## src/rtl/io_timer_if.sv

```systemverilog
// Strobe-style VC16 I/O register bus, as seen by one peripheral slot.
interface io_timer_if;
    logic [3:0]  io_addr;
    logic        io_write;
    logic        io_read;
    logic [15:0] io_wdata;
    logic [15:0] io_rdata;

    modport master (
        output io_addr,
        output io_write,
        output io_read,
        output io_wdata,
        input  io_rdata
    );

    modport slave (
        input  io_addr,
        input  io_write,
        input  io_read,
        input  io_wdata,
        output io_rdata
    );
endinterface

```

## src/rtl/io_timer.sv

```systemverilog
// io_timer: 16-bit timer for VC16 I/O slot 3. It has a prescaler, an up-counter,
// a compare match with optional auto-reload or one-shot stop, and overflow
// detection. The level interrupt goes to the intr block.
module io_timer #(
    parameter int CW = 16,
    parameter int PW = 8
) (
    input  logic       clk,
    input  logic       reset,
    io_timer_if.slave  bus,
    output logic       interrupt
);

    localparam logic [3:0] REG_COUNT   = 4'd0;
    localparam logic [3:0] REG_COMPARE = 4'd1;
    localparam logic [3:0] REG_CTRL    = 4'd2;
    localparam logic [3:0] REG_PRE     = 4'd3;
    localparam logic [3:0] REG_STATUS  = 4'd4;

    logic [CW-1:0] count;
    logic [CW-1:0] compare;
    logic          en;
    logic          reload;
    logic          ie;
    logic          oneshot;
    logic [PW-1:0] pre;
    logic [PW-1:0] pcnt;
    logic          match;
    logic          ovf;

    logic wr_count, wr_compare, wr_ctrl, wr_pre, wr_status;
    logic tick, hit, set_ovf;

    assign wr_count   = bus.io_write && (bus.io_addr == REG_COUNT);
    assign wr_compare = bus.io_write && (bus.io_addr == REG_COMPARE);
    assign wr_ctrl    = bus.io_write && (bus.io_addr == REG_CTRL);
    assign wr_pre     = bus.io_write && (bus.io_addr == REG_PRE);
    assign wr_status  = bus.io_write && (bus.io_addr == REG_STATUS);

    // Match and overflow are judged on the count value before any same-cycle write.
    assign tick    = en && (pcnt == pre);
    assign hit     = tick && (count == compare);
    assign set_ovf = tick && (count == {CW{1'b1}}) && !(hit && reload);

    // Prescaler: a PRE write restarts the divider; so does a COUNT write.
    always_ff @(posedge clk) begin
        // NOTE: sequential state uses non-blocking assignments so every flop samples pre-edge values.
        if (reset) begin
            pcnt <= '0;
        end else if (wr_pre || wr_count || tick) begin
            pcnt <= '0;
        end else if (en) begin
            pcnt <= pcnt + PW'(1);
        end
    end

    // Counter: a software write beats the tick; the natural +1 wraps at all-ones.
    always_ff @(posedge clk) begin
        if (reset) begin
            count <= '0;
        end else if (wr_count) begin
            count <= bus.io_wdata[CW-1:0];
        end else if (tick) begin
            count <= (hit && reload) ? '0 : count + CW'(1);
        end
    end

    // Configuration registers: a CTRL write overrides the one-shot auto-clear of EN.
    always_ff @(posedge clk) begin
        if (reset) begin
            compare <= '0;
            pre     <= '0;
            en      <= 1'b0;
            reload  <= 1'b0;
            ie      <= 1'b0;
            oneshot <= 1'b0;
        end else begin
            if (wr_compare) compare <= bus.io_wdata[CW-1:0];
            if (wr_pre)     pre     <= bus.io_wdata[PW-1:0];
            if (wr_ctrl) begin
                en      <= bus.io_wdata[0];
                reload  <= bus.io_wdata[1];
                ie      <= bus.io_wdata[2];
                oneshot <= bus.io_wdata[3];
            end else if (hit && oneshot) begin
                en <= 1'b0;
            end
        end
    end

    // Sticky status bits: write-1-to-clear, a same-cycle set wins.
    always_ff @(posedge clk) begin
        if (reset) begin
            match <= 1'b0;
            ovf   <= 1'b0;
        end else begin
            match <= (match && !(wr_status && bus.io_wdata[0])) || hit;
            ovf   <= (ovf   && !(wr_status && bus.io_wdata[1])) || set_ovf;
        end
    end

    // Interrupt is a pure AND/OR of flop outputs, so no bus activity can glitch it.
    assign interrupt = ie && (match || ovf);

    // Read mux: combinational from the address, no side effects, unused bits 0.
    always_comb begin
        // NOTE: default first so every path assigns io_rdata and no latch is inferred.
        bus.io_rdata = '0;
        case (bus.io_addr)
            REG_COUNT:   bus.io_rdata = 16'(count);
            REG_COMPARE: bus.io_rdata = 16'(compare);
            REG_CTRL:    bus.io_rdata = {12'h000, oneshot, ie, reload, en};
            REG_PRE:     bus.io_rdata = 16'(pre);
            REG_STATUS:  bus.io_rdata = {14'h0000, ovf, match};
            default:     bus.io_rdata = '0;
        endcase
    end

endmodule
```

## src/flat_wrapper.sv

```systemverilog
// flat-port wrapper written by rule: the top's interface ports become plain ports
module io_timer_flat 
#(
    parameter int CW = 16,
    parameter int PW = 8
)
  (clk, reset, interrupt, bus_io_addr, bus_io_write, bus_io_read, bus_io_wdata, bus_io_rdata);
  io_timer_if bus_i ();
  input  logic clk;
  input  logic reset;
  output logic interrupt;
  input wire logic [$bits(bus_i.io_addr)-1:0] bus_io_addr;
  input wire logic [$bits(bus_i.io_write)-1:0] bus_io_write;
  input wire logic [$bits(bus_i.io_read)-1:0] bus_io_read;
  input wire logic [$bits(bus_i.io_wdata)-1:0] bus_io_wdata;
  output wire logic [$bits(bus_i.io_rdata)-1:0] bus_io_rdata;
  assign bus_i.io_addr = bus_io_addr;
  assign bus_i.io_write = bus_io_write;
  assign bus_i.io_read = bus_io_read;
  assign bus_i.io_wdata = bus_io_wdata;
  assign bus_io_rdata = bus_i.io_rdata;
  io_timer #(.CW(CW), .PW(PW)) u_core (.clk(clk), .reset(reset), .bus(bus_i), .interrupt(interrupt));
endmodule
```

## config.mk

```make
export PLATFORM = sky130hd
export DESIGN_NAME = io_timer_flat
export DESIGN_NICKNAME = d
export VERILOG_FILES = /design/src/rtl/io_timer_if.sv /design/src/rtl/io_timer.sv /design/src/flat_wrapper.sv
export SDC_FILE = /design/constraint.sdc
export NUM_CORES = 1
export LEC_CHECK = 0
export BUFFER_PORTS_ARGS = -buffer_cell sky130_fd_sc_hd__buf_4
export CELL_PAD_IN_SITES_DETAIL_PLACEMENT = 1
export CELL_PAD_IN_SITES_GLOBAL_PLACEMENT = 1
export CORE_AREA = 2 2 90 92
export CTS_CLUSTER_DIAMETER = 200
export DETAILED_ROUTE_END_ITERATION = 10
export DIE_AREA = 0 0 92 94
export PLACE_DENSITY = 0.87
export SKIP_CTS_REPAIR_TIMING = 1
export SLEW_MARGIN = 25
export SYNTH_ARGS = -nofsm -noshare
export SYNTH_HDL_FRONTEND = slang
export SYNTH_SLANG_ARGS = --single-unit
```

## constraint.sdc

```tcl
create_clock -name clk -period 1.95 [get_ports clk]
set_input_delay 0.195 -clock clk [delete_from_list [all_inputs] [get_ports clk]]
set_output_delay 0.195 -clock clk [all_outputs]
set_load 0.05 [all_outputs]
```

==> metrics.txt <==
Yosys cell types 48; vias per cell 5.803; CP required 2.21 ns; crit path DAT 2.14 ns; Final min period 1.886 ns; power density over cell area 657.2 nW/µm²; Max VDD drop 0.3355 mV; worst min path class input pin to register; critical path, cell by cell xnor2_2, nand4_1, or3_4, buf_6, o41a_1, o22ai_1; Clock transition at path regs 0.10 ns; Final TNS setup 0 ns; drt drc 0; maxcap violations 0; worst slack, placed -0.008506 ns; Die W 92 µm; clk_lat worst skew 0.32 ns; Chip Height 94 µm; Buf/Inv on CP 1; Syn Nets 433; type of the worst setup path register to register; buffers added on ports 39; Hold WS 0.1178 ns; ANT nets after route 0; Startpoint Class register; register bit total from synthesis 54; initial core utilization 42.66%; Nets 481; pin slew with the least headroom to its limit 0.5543 ns; Synth Instances 407; commonest cells after routing, fill and taps aside 75 x buf_4, 72 x nand2_1, 40 x dfxtp_1; highest net fanout along the worst path 6; commonest non-fill, non-tap cell in the layout buf_4; DP HPWL 7.412 mm; syn_area_per_cell 7.974 µm²; Final Cell Area 4041 µm²; first-pass GRT wire length 17.49 mm; initial antenna violation count 0; DP Area 3844 µm²; Max Fclk 530.1 MHz; Leak 1.598 nW; final wirelength 10.70 mm; DRT iter0 DRCs 227; GRT Total Usage 25.76%; crit path capture type register; Rows 32; delay of the slowest cell on the worst path 0.42 ns; cell taking the most area after synthesis dfxtp_1; Post-synth EDFFs 0; GR Overflow Total 0; Final Hold Viols 0; Slew headroom 63.04%; post-synth top area share 33.31%; Inserted Diodes 0; Slew Viols, Final 0; Main synth FF type dfxtp_1; slowest library cell on the worst path or3_4; Seq. cell area 1101 µm²; Clock Tree Root clkbuf_8; drt first pass iters 4; fin crit share 96.74%; GP Congestion 0.8305; post-synthesis sequential area ratio 33.31%; Final WS setup 0.06356 ns; largest net degree at the start of global routing 47; status finished, final reports clean; Post-Syn Area 3246 µm²; fillers 926; Area Growth Syn to Fin 24.52%; async set or reset register ratio after synthesis 0%; Warnings, synthesis 0; skew final 0.006058 ns; cts bufs inserted 5; clock sink count 54; Via Count 3238; H-tree Lvls 2; CTS tree built; multi-input logic area 2062 µm²; RSZ-0062 raised after global routing true; Core Box Area 7607 µm²; DR WL/cell 19.18 µm; CTS max path bufs 2; die area 8648 µm²; vias in the first global route 3341; Area contributors post-synth dfxtp_1 33%, nand2_1 8.3%, xor2_1 5.9%, a21oi_1 5.4%, mux2i_1 4.9%; final number of setup-violating endpoints 0; layout cells sized above 1 30.70%; critical path's top delay family simple AND/OR/NAND/NOR gates; IO Count 41
[flip-flops by register name, indices dropped and copies added, names as in the netlist]
signal / cells
u_core.reload: 1
u_core.ovf: 1
u_core.ie: 1
u_core.match: 1
u_core.en: 1
u_core.pre: 8
u_core.compare: 16
u_core.pcnt: 8
u_core.oneshot: 1
u_core.count: 16
[logic make-up after synthesis]
family | count (synthesis) | synth area share [%]
flip-flops | 54 | 33.31
AND/OR/NAND/NOR | 169 | 24.40
adder cells (fa/ha/maj) | 2 | 0.7709
XOR/XNOR | 32 | 8.635
AO/OA/AOI/OAI | 88 | 18.81
buffers and inverters | 42 | 6.360
multiplexers | 20 | 7.710
[Yosys cell counts (7+ instances only)]
library cell and instances:
buf_2 11, nand3_1 12, mux2i_1 16, o22ai_1 13
a21oi_1 35, and2_1 7, nor2_1 35, a2bb2oi_1 9
clkbuf_1 19, nand2_1 72, xor2_1 22, dfxtp_1 54
xnor2_1 10
[power by group]
part           internal [W]  switching, W  total [W]
logic              0.000302      0.000333   0.000636
clock network      0.000384      0.000404   0.000788
registers           0.00116     0.0000752    0.00123
total               0.00184      0.000813    0.00266
[routing by layer]
| layer | track usage [%] | vias up | part of all wire [%] |
|---|---|---|---|
| met5 | 0 | - | 0 |
| met4 | 7.090 | 0 | 1.4 |
| met3 | 3.130 | 12 | 4.1 |
| met2 | 44.18 | 78 | 50 |
| met1 | 34.30 | 1633 | 44 |
| li1 | - | 1515 | - |
[area by class of cell]
| class | instances | area share, % |
|---|---|---|
| clock buffers | 6 | 1.796 |
| inverters | 4 | 0.3715 |
| repair buffers | 79 | 15.48 |
| well taps | 102 | 3.158 |
| flip-flops and latches | 54 | 27.24 |
| clock inverters | 2 | 0.9288 |
| multi-input cells | 311 | 51.02 |
[worst reg2reg max path, delay by kind of cell, from the launching register on]
kind | cells | cell delay (ns)
simple gates | 2 | 0.59
xor+xnor | 1 | 0.17
buf+inv | 1 | 0.15
flops | 1 | 0.35
compound gates | 2 | 0.56
[final timing paths]
kind,start,to,slack (ns),cells past startpoint
worst max-delay path,u_core.pcnt[6],u_core.count[15],0.06,6
worst min-delay path,bus_io_wdata[14],u_core.compare[14],0.12,3
worst max register to register,u_core.pcnt[6],u_core.count[15],0.06,6
worst min register to register,u_core.compare[15],u_core.compare[15],0.49,2
[through the flow]
step | total power, W | instances | utilization (%)
after detailed placement | 0.001848 | 549 | 50.53
after floorplan | 0.001616 | 407 | -
final | 0.002656 | 558 | 53.13
after CTS | 0.002629 | 557 | 51.97
after global routing | 0.002756 | 558 | 53.13
after global placement | 0.001820 | 549 | 50.53
Note: power is estimated with default switching activity, not from simulation.
